[src/rtl/led_pattern_engine_pkg.sv]
// Shared mode encodings, step constants and mode sequencing helper for the
// LED pattern engine.
package led_pattern_engine_pkg;

    typedef enum logic [1:0] {
        MODE_BLINK   = 2'd0,
        MODE_CHASE   = 2'd1,
        MODE_BREATHE = 2'd2,
        MODE_RSVD    = 2'd3
    } mode_e;

    // Ticks per blink toggle (1 Hz at a 100 Hz tick)
    localparam int unsigned BLINK_STEPS = 50;
    // Ticks per chase position
    localparam int unsigned CHASE_STEPS = 10;
    // Duty increment per tick in BREATHE
    localparam int unsigned BREATHE_INC = 4;
    // step counter must hold the longest step period
    localparam int unsigned STEP_W = $clog2(BLINK_STEPS);

    // Mode order followed on each accepted button press
    function automatic mode_e next_mode(input mode_e m);
        case (m)
            MODE_BLINK:   return MODE_CHASE;
            MODE_CHASE:   return MODE_BREATHE;
            default:      return MODE_BLINK;
        endcase
    endfunction

endpackage

[src/rtl/btn_debounce.sv]
// Button conditioning: two-flop synchronizer followed by a tick-sampled
// debouncer. Emits a one-cycle press pulse on a released->pressed change.
module btn_debounce #(
    parameter int unsigned DB_TICKS = 2
) (
    input  logic clk,
    input  logic rst_n,
    input  logic tick_i,
    input  logic btn_n_i,
    output logic press_o
);

    localparam int unsigned DB_W = $clog2(DB_TICKS + 1);

    logic            sync1_q;
    logic            sync2_q;
    logic            db_q;      // debounced level, 1 = released
    logic            db_d;
    logic [DB_W-1:0] db_cnt_q;
    logic [DB_W-1:0] db_cnt_d;
    logic            differ;
    logic            flip;

    // Synchronize the asynchronous button into the clk domain
    always_ff @(posedge clk) begin
        if (!rst_n) begin
            sync1_q <= 1'b1;
            sync2_q <= 1'b1;
        end else begin
            sync1_q <= btn_n_i;
            sync2_q <= sync1_q;
        end
    end

    // Count consecutive mismatching tick samples; flip when the run completes
    always_comb begin
        differ   = (sync2_q != db_q);
        flip     = tick_i && differ && (db_cnt_q == DB_W'(DB_TICKS - 1));
        db_d     = db_q;
        db_cnt_d = db_cnt_q;
        if (tick_i) begin
            if (!differ) begin
                db_cnt_d = '0;
            end else if (flip) begin
                db_cnt_d = '0;
                db_d     = ~db_q;
            end else begin
                db_cnt_d = db_cnt_q + 1'b1;
            end
        end
    end

    // Debounce state registers
    always_ff @(posedge clk) begin
        if (!rst_n) begin
            db_q     <= 1'b1;
            db_cnt_q <= '0;
        end else begin
            db_q     <= db_d;
            db_cnt_q <= db_cnt_d;
        end
    end

    // Press fires in the tick cycle that accepts a released->pressed change
    assign press_o = flip && db_q;

endmodule

[src/rtl/led_pattern_engine.sv]
// LED pattern engine: prescales clk to a step tick, debounces the button,
// cycles BLINK/CHASE/BREATHE on each press and drives active-low LEDs.
module led_pattern_engine
    import led_pattern_engine_pkg::*;
#(
    parameter int unsigned CLK_HZ   = 3125000,
    parameter int unsigned TICK_HZ  = 100,
    parameter int unsigned NUM_LEDS = 6,
    parameter int unsigned DB_TICKS = 2,
    parameter int unsigned PWM_BITS = 8
) (
    input  logic                clk,
    input  logic                rst_n,
    input  logic                btn_n,
    output logic [NUM_LEDS-1:0] led_n,
    output logic [1:0]          mode,
    output logic                tick
);

    localparam int unsigned DIV   = CLK_HZ / TICK_HZ;
    localparam int unsigned PRE_W = (DIV > 1) ? $clog2(DIV) : 1;

    localparam logic [PWM_BITS-1:0] DUTY_STEP = PWM_BITS'(BREATHE_INC);
    localparam logic [PWM_BITS-1:0] DUTY_TOP  = PWM_BITS'((1 << PWM_BITS) - BREATHE_INC);

    logic [PRE_W-1:0]    pre_cnt_q;
    logic [PRE_W-1:0]    pre_cnt_d;
    logic                tick_q;
    logic [PWM_BITS-1:0] pwm_q;
    logic                press;

    mode_e               mode_q;
    mode_e               enter_mode;
    logic                enter;
    logic [STEP_W-1:0]   step_q;
    logic [NUM_LEDS-1:0] pattern_q;
    logic [PWM_BITS-1:0] duty_q;
    logic                dir_up_q;
    logic [NUM_LEDS-1:0] led_n_q;

    // Next prescaler count, wrapping at DIV-1
    always_comb begin
        pre_cnt_d = (pre_cnt_q == PRE_W'(DIV - 1)) ? '0 : pre_cnt_q + 1'b1;
    end

    // Prescaler; tick is registered so it is high while pre_cnt sits at DIV-1
    always_ff @(posedge clk) begin
        if (!rst_n) begin
            pre_cnt_q <= '0;
            tick_q    <= 1'b0;
        end else begin
            pre_cnt_q <= pre_cnt_d;
            tick_q    <= (pre_cnt_d == PRE_W'(DIV - 1));
        end
    end

    // Free-running PWM counter for BREATHE
    always_ff @(posedge clk) begin
        if (!rst_n) begin
            pwm_q <= '0;
        end else begin
            pwm_q <= pwm_q + 1'b1;
        end
    end

    btn_debounce #(
        .DB_TICKS (DB_TICKS)
    ) u_btn_debounce (
        .clk     (clk),
        .rst_n   (rst_n),
        .tick_i  (tick_q),
        .btn_n_i (btn_n),
        .press_o (press)
    );

    // Decide whether this cycle enters a new mode (press, or recovery from 3)
    always_comb begin
        enter      = 1'b0;
        enter_mode = mode_q;
        if (mode_q == MODE_RSVD) begin
            enter      = 1'b1;
            enter_mode = MODE_BLINK;
        end else if (press) begin
            enter      = 1'b1;
            enter_mode = next_mode(mode_q);
        end
    end

    // Mode FSM and per-mode pattern generators; a mode change wins over a tick
    always_ff @(posedge clk) begin
        if (!rst_n) begin
            mode_q    <= MODE_BLINK;
            step_q    <= '0;
            pattern_q <= '0;
            duty_q    <= '0;
            dir_up_q  <= 1'b1;
        end else if (enter) begin
            mode_q    <= enter_mode;
            step_q    <= '0;
            pattern_q <= (enter_mode == MODE_CHASE) ? NUM_LEDS'(1) : '0;
            duty_q    <= '0;
            dir_up_q  <= 1'b1;
        end else if (tick_q) begin
            case (mode_q)
                MODE_BLINK: begin
                    if (step_q == STEP_W'(BLINK_STEPS - 1)) begin
                        step_q    <= '0;
                        pattern_q <= ~pattern_q;
                    end else begin
                        step_q <= step_q + 1'b1;
                    end
                end
                MODE_CHASE: begin
                    if (step_q == STEP_W'(CHASE_STEPS - 1)) begin
                        step_q    <= '0;
                        pattern_q <= {pattern_q[NUM_LEDS-2:0], pattern_q[NUM_LEDS-1]};
                    end else begin
                        step_q <= step_q + 1'b1;
                    end
                end
                MODE_BREATHE: begin
                    step_q <= (step_q == STEP_W'(BLINK_STEPS - 1)) ? '0 : step_q + 1'b1;
                    // dir turns as the endpoint is reached so each endpoint lasts one tick
                    if (dir_up_q) begin
                        duty_q <= duty_q + DUTY_STEP;
                        if ((duty_q + DUTY_STEP) == DUTY_TOP) begin
                            dir_up_q <= 1'b0;
                        end
                    end else begin
                        duty_q <= duty_q - DUTY_STEP;
                        if ((duty_q - DUTY_STEP) == '0) begin
                            dir_up_q <= 1'b1;
                        end
                    end
                end
                default: ;
            endcase
        end
    end

    // Registered active-low LED drive, one cycle behind pattern/duty
    always_ff @(posedge clk) begin
        if (!rst_n) begin
            led_n_q <= '1;
        end else if (mode_q == MODE_BREATHE) begin
            led_n_q <= {NUM_LEDS{~(pwm_q < duty_q)}};
        end else begin
            led_n_q <= ~pattern_q;
        end
    end

    assign led_n = led_n_q;
    assign mode  = mode_q;
    assign tick  = tick_q;

endmodule

[config.mk]
export PLATFORM = sky130hd
export DESIGN_NAME = led_pattern_engine
export DESIGN_NICKNAME = d
export VERILOG_FILES = /design/src/rtl/led_pattern_engine_pkg.sv /design/src/rtl/btn_debounce.sv /design/src/rtl/led_pattern_engine.sv
export SDC_FILE = /design/constraint.sdc
export NUM_CORES = 1
export LEC_CHECK = 0
export CAP_MARGIN = 15
export CORE_MARGIN = 2
export CORE_UTILIZATION = 30
export CTS_CLUSTER_SIZE = 14
export DETAILED_ROUTE_END_ITERATION = 16
export PLACE_DENSITY_LB_ADDON = 0.15
export SYNTH_ARGS = -nofsm -noshare
export SYNTH_HDL_FRONTEND = slang
export SYNTH_SLANG_ARGS = --single-unit
[constraint.sdc]
create_clock -name clk -period 3.3 [get_ports clk]
set_input_delay 0.66 -clock clk [delete_from_list [all_inputs] [get_ports clk]]
set_output_delay 0.66 -clock clk [all_outputs]
set_load 0.005 [all_outputs]
==> results.yml, run 1 <==
clock_network:
  clock_path_buffers: 2
  cts.sinks: 56
  cts_hold_buf: 0
  cts_setup_buffers: 0
  cts_tree: "built"
  cts_max_level: 2
  cts.reportedPaths.clkPinSlew_ps: 100
  root_buffer: "clkbuf_8"
  cts-resized-gates: 0
  cts_buffers: 5
  clock_latency_ps: 320
die:
  initial_utilization: 0.3109
  die_h_um: 99.53
  core_area_sq_um: 8806
  ios: 12
  die-area_sq_um: 9905
  rows: 34
  die_x_um: 99.53
run:
  drv_cap: 0
finish:
  fin_cells: 422
  final_layout_size_suffix_gt1_frac: 0.06688
  final_nets: 330
  synthToLayoutAreaGrowth_pct: 11.88
  fill_cells: 916
  ff_latch_area_sq_um: 1121
  final_cell_mix: "dfxtp_1, nor2_1, xnor2_1, xor2_1, nand3_1"
  fin_area_sq_um: 3063
  multi_input_area_sq_um: 1538
  fin_util: 0.3478
  insertedDiodeCount: 0
  layout_commonest_cell: "dfxtp_1"
synthesis:
  synth-xor-area-share: 0.1152
  synth_warnings: 0
  synthAdderAreaFrac: 0.06399
  ys_types: 50
  synth_flop_cell: "dfxtp_1"
  syn_inst: 301
  synth-seq-cells: 56
  syn_area_per_cell_sq_um: 9.095
  synth_simple_gate_area_frac: 0.2541
  synth-compound-area-share: 0.1175
  synth_area_sq_um: 2738
  synth_mux_area_frac: 0.01097
  async_flop_share: 0
  seq_area_frac_synth: 0.4095
  synth_edf_count: 0
  syn_nets: 318
  synth_top_family_by_area: "simple AND/OR/NAND/NOR gates"
global_route:
  grt_pass1_vias: 2033
  track_usage: 0.1148
  grt_max_degree: 20
  grt_pass1_wl_um: 9370
  antenna_found_initial: 0
  overflow: 0
setup_path:
  start_kind: "register"
  endpoint_kind: "output pin"
  cpMaxStageDelayCell: "dfxtp_1"
  cp_cell_sequence: "clkdlybuf4s50_1"
  required_ps: 2640
  cp_max_fo: 16
  cp_num_buf_inv: 1
  max_stage_delay_ps: 680
  rrSetupSlack_ps: 1260
  cp.arrival_ps: 1600
  crit_family: "flip-flops"
  critPathKind: "reg2out"
hold_path:
  hp-class: "reg2reg"
power:
  p_leak_nw: 1.098
  power_frac_comb: 0.030
  p_per_area_nw_per_um2: 364.5
  p_int_uw: 851.8
  swShare: 0.2369
  p_clk_frac: 0.352
  p_sw_uw: 264.5
  power_frac_seq: 0.618
  vdd_ir_drop_max_v: 0.0001479
sta:
  min_period_ps: 2260
  worst_slew_pin_slew_ps: 580.4
  fin_worst_skew_ps: 13.48
  fin_ws_ps: 1040
  rsz0062_at_grt: "false"
  max_freq_ghz: 0.4424
  setup_tns_ps: 0
  hold_viol_final: 0
  slew_headroom: 0.6127
  finalSetupViolations: 0
  slew_viol_final: 0
  fin_crit_sh: 0.6849
detailed_routing:
  avgViaCountPerCell: 4.891
  routedWlPerCell_um: 12.54
  drt_iter0_drc: 38
  vias: 2064
  drtAntennaViolNets: 0
  dr.pass1.iters: 4
  drc_errors: 0
  routed_wl_um: 5291
place:
  place_hpwl_um: 3839
  dp.cells: 414
  place_congestion: 0.8000
  dpl_cell_area_sq_um: 2968
  dp_slack_ps: 860.9
  io_buffers: 11
status:
  outcome: "finished clean"
## registers in the layout, summed over array words and instances, names as in the netlist
signal and cells:
step_q 6, tick 1, u_btn_debounce.sync1_q 1, pattern_q 6, u_btn_debounce.sync2_q 1, duty_q 6
u_btn_debounce.db_cnt_q 2, dir_up_q 1, pre_cnt_q 15, led_n 6, u_btn_debounce.db_q 1, pwm_q 8
mode 2
## cell usage after synthesis (all sizes together), types with 2 or more instances
master | count | area, sq um
a211oi | 4 | 30.03
a21boi | 3 | 22.52
a21oi | 7 | 38.79
a221oi | 4 | 35.03
a22oi | 6 | 45.04
and2 | 10 | 62.56
and3 | 4 | 25.02
and4bb | 2 | 25.02
buf | 3 | 15.01
clkbuf | 6 | 22.52
dfxtp | 56 | 1121
ha | 14 | 175.2
inv | 10 | 37.54
mux2i | 3 | 30.03
nand2 | 17 | 68.81
nand2b | 3 | 18.77
nand3 | 17 | 85.08
nand3b | 2 | 15.01
nand4 | 7 | 50.05
nor2 | 33 | 123.9
nor2b | 7 | 43.79
nor3 | 6 | 35.03
nor3b | 2 | 15.01
nor4 | 4 | 46.29
o21ai | 12 | 60.05
o31ai | 4 | 30.03
or3 | 4 | 25.02
or4 | 2 | 15.01
xnor2 | 18 | 157.7
xor2 | 18 | 157.7
## through the flow
step | hold WS [ps] | power (mW)
finish | 421.5 | 1.116
global route | 463.0 | 1.175
CTS | 428.9 | 1.140
detailed placement | 400.9 | 0.7387
global placement | 392.9 | 0.7386
floorplan | 386.3 | 0.7259
## layout make-up
cell class	instances	area share
inverters	11	0.01348
flip-flops and latches	56	0.3660
multi-input cells	225	0.5020
repair buffers	14	0.04330
clock inverters	3	0.008578
well taps	108	0.04412
clock buffers	5	0.02247
## worst paths after layout
path	from	to	depth (start not counted)
min reg2reg	u_btn_debounce.sync1_q	u_btn_debounce.sync2_q	1
min	u_btn_debounce.sync1_q	u_btn_debounce.sync2_q	1
max	mode[0]	mode[0]	1
max reg2reg	pre_cnt_q[0]	tick	6
## logic make-up (layout without fill, tap and decap cells)
group                    after synthesis  in the layout
XOR/XNOR                              36             36
buffers and inverters                 20             33
AND/OR/NAND/NOR                      125            125
flip-flops                            56             56
AO/OA/AOI/OAI                         47             47
multiplexers                           3              3
adder cells (fa/ha/maj)               14             14
## power by group through the flow
stage	clock (mW)	combinational [mW]	sequential, mW
CTS	0.416	0.0334	0.690
detailed placement	0	0.0332	0.705
floorplan	0	0.0221	0.704
finish	0.393	0.0329	0.690
global placement	0	0.0332	0.705
global route	0.445	0.0379	0.692
## routing by layer
metal	global-route usage	vias to the layer above	share of wire
met5	0	-	0
met4	0.04110	0	0.014
met3	0.02600	6	0.026
met2	0.1778	21	0.43
met1	0.1569	960	0.53
li1	-	1077	-
Power figures use the tool's default switching activity.
==> inputs of run 2 (changes only) <==
clock period = 2.2 ns   (was 3.3 ns; I/O delays follow)
==> run 2 against run 1 <==
Effect of this change:
- via count fell by 0.19%
- highest routed layer unchanged
- combinational power rose by 61%
- sequential share of layout area fell by 0.33 points
- worst setup slack got worse by 750 ps
- final area rose by 0.90%
==> results.yml, run 2 (same netlist as run 1, synthesis figures left out) <==
status:
  outcome: "finished clean"
setup_path:
  start_kind: "register"
  endpoint_kind: "register"
  critPathKind: "reg2reg"
  required_ps: 2410
  max_stage_delay_ps: 420
  cp_cell_sequence: "ha_1, nand4_2, nor3_2, or3b_1, a2111o_1, nor4_2"
  cp.arrival_ps: 2130
  cpMaxStageDelayCell: "a2111o_1"
  crit_family: "simple AND/OR/NAND/NOR gates"
  cp_max_fo: 6
  cp_num_buf_inv: 0
finish:
  final_nets: 336
  largest_reg_flops: 15
  reg_top3: "pre_cnt_q: 15 flops, pwm_q: 8 flops"
  max_flop_register: "pre_cnt_q"
  fill_cells: 901
  fin_area_sq_um: 3090
  final_layout_size_suffix_gt1_frac: 0.07837
  insertedDiodeCount: 0
  synthToLayoutAreaGrowth_pct: 12.89
  final_cell_mix: "dfxtp_1, nor2_1, xnor2_1, xor2_1, nand3_1"
  layout_commonest_cell: "dfxtp_1"
power:
  p_leak_nw: 1.129
  p_per_area_nw_per_um2: 525.1
  vdd_ir_drop_max_v: 0.0002500
global_route:
  grt_pass1_vias: 2073
  antenna_found_initial: 0
  grt_pass1_wl_um: 9646
  grt_max_degree: 16
  overflow: 0
  track_usage: 0.1177
sta:
  rsz0062_at_grt: "false"
  finalSetupViolations: 0
  fin_worst_skew_ps: 9.070
  min_period_ps: 1915
  fin_crit_sh: 0.8705
  slew_headroom: 0.6220
  slew_viol_final: 0
  hold_viol_final: 0
  setup_tns_ps: 0
  max_freq_ghz: 0.5222
  worst_slew_pin_slew_ps: 562.6
place:
  io_buffers: 11
  dpl_cell_area_sq_um: 3013
  place_congestion: 0.7440
  place_hpwl_um: 3862
die:
  ios: 12
  core_area_sq_um: 8806
  initial_utilization: 0.3109
  rows: 34
  die_x_um: 99.53
  die-area_sq_um: 9905
  die_h_um: 99.53
clock_network:
  clock_path_buffers: 2
  cts_setup_buffers: 0
  cts_buffers: 5
  root_buffer: "clkbuf_8"
  cts_tree: "built"
  cts.sinks: 56
  cts_hold_buf: 0
  clock_latency_ps: 300
  cts.reportedPaths.clkPinSlew_ps: 90
  cts_max_level: 2
  cts-resized-gates: 0
hold_path:
  hp-class: "reg2reg"
detailed_routing:
  drtAntennaViolNets: 0
  avgViaCountPerCell: 4.824
  dr.pass1.iters: 4
  vias: 2060
  drt_iter0_drc: 46
  drc_errors: 0
  routed_wl_um: 5242
  routedWlPerCell_um: 12.28
run:
  drv_cap: 0
==> run 2: per-layer routing <==
metal / vias to the layer above / wire (um) / share of wire / GRT usage
met1: 949 / 2744 / 0.52 / 0.1623
met4: 0 / 24 / 0.0046 / 0.02845
met2: 23 / 2307 / 0.44 / 0.1887
met3: 2 / 165 / 0.031 / 0.02460
li1: 1086 / - / - / -
met5: - / 0 / 0 / 0
==> run 2: metrics by stage <==
step / power (mW) / worst slack (ps) / util / hold WS (ps) / cells
3_3_place_gp: 1.112 / 286.3 / 0.3421 / 390.0 / 420
3_5_place_dp: 1.112 / 263.1 / 0.3421 / 401.8 / 420
2_1_floorplan: 1.089 / 391.9 / - / 386.3 / 301
4_1_cts: 1.661 / 270.6 / 0.3510 / 426.5 / 427
6_report: 1.623 / 284.9 / 0.3510 / 427.4 / 427
5_1_grt: 1.713 / 99.25 / 0.3510 / 469.6 / 427
==> run 2: final cells by class <==
| type | count | area (sq um) | area share |
|---|---|---|---|
| clock buffers | 6 | 72.57 | 0.02348 |
| clock inverters | 1 | 5.005 | 0.001619 |
| inverters | 11 | 41.29 | 0.01336 |
| multi-input cells | 225 | 1538 | 0.4976 |
| flip-flops and latches | 56 | 1121 | 0.3628 |
| well taps | 108 | 135.1 | 0.04372 |
| repair buffers | 20 | 177.7 | 0.05749 |
==> run 2: final timing paths <==
check | startpoint | end | slack (ps) | cells past startpoint
worst max-delay path | pre_cnt_q[0] | tick | 280 | 6
worst min-delay path | u_btn_debounce.sync1_q | u_btn_debounce.sync2_q | 430 | 1
worst max register to register | pre_cnt_q[0] | tick | 280 | 6
worst min register to register | u_btn_debounce.sync1_q | u_btn_debounce.sync2_q | 430 | 1
==> run 2: worst register-to-register path: cells and delay by family (launching register included) <==
family	cells	cell delay, ps
flip-flops	1	370
adder cells (fa/ha/maj)	1	260
AO/OA/AOI/OAI	1	420
AND/OR/NAND/NOR	4	780
==> run 2: power breakdown <==
part | switching, mW | internal [mW] | leakage [nW] | total, mW
Combinational | 0.0297 | 0.0234 | 0.635 | 0.0531
Clock | 0.318 | 0.218 | 0.0410 | 0.536
Sequential | 0.0104 | 1.02 | 0.453 | 1.03
Total | 0.358 | 1.27 | 1.13 | 1.62
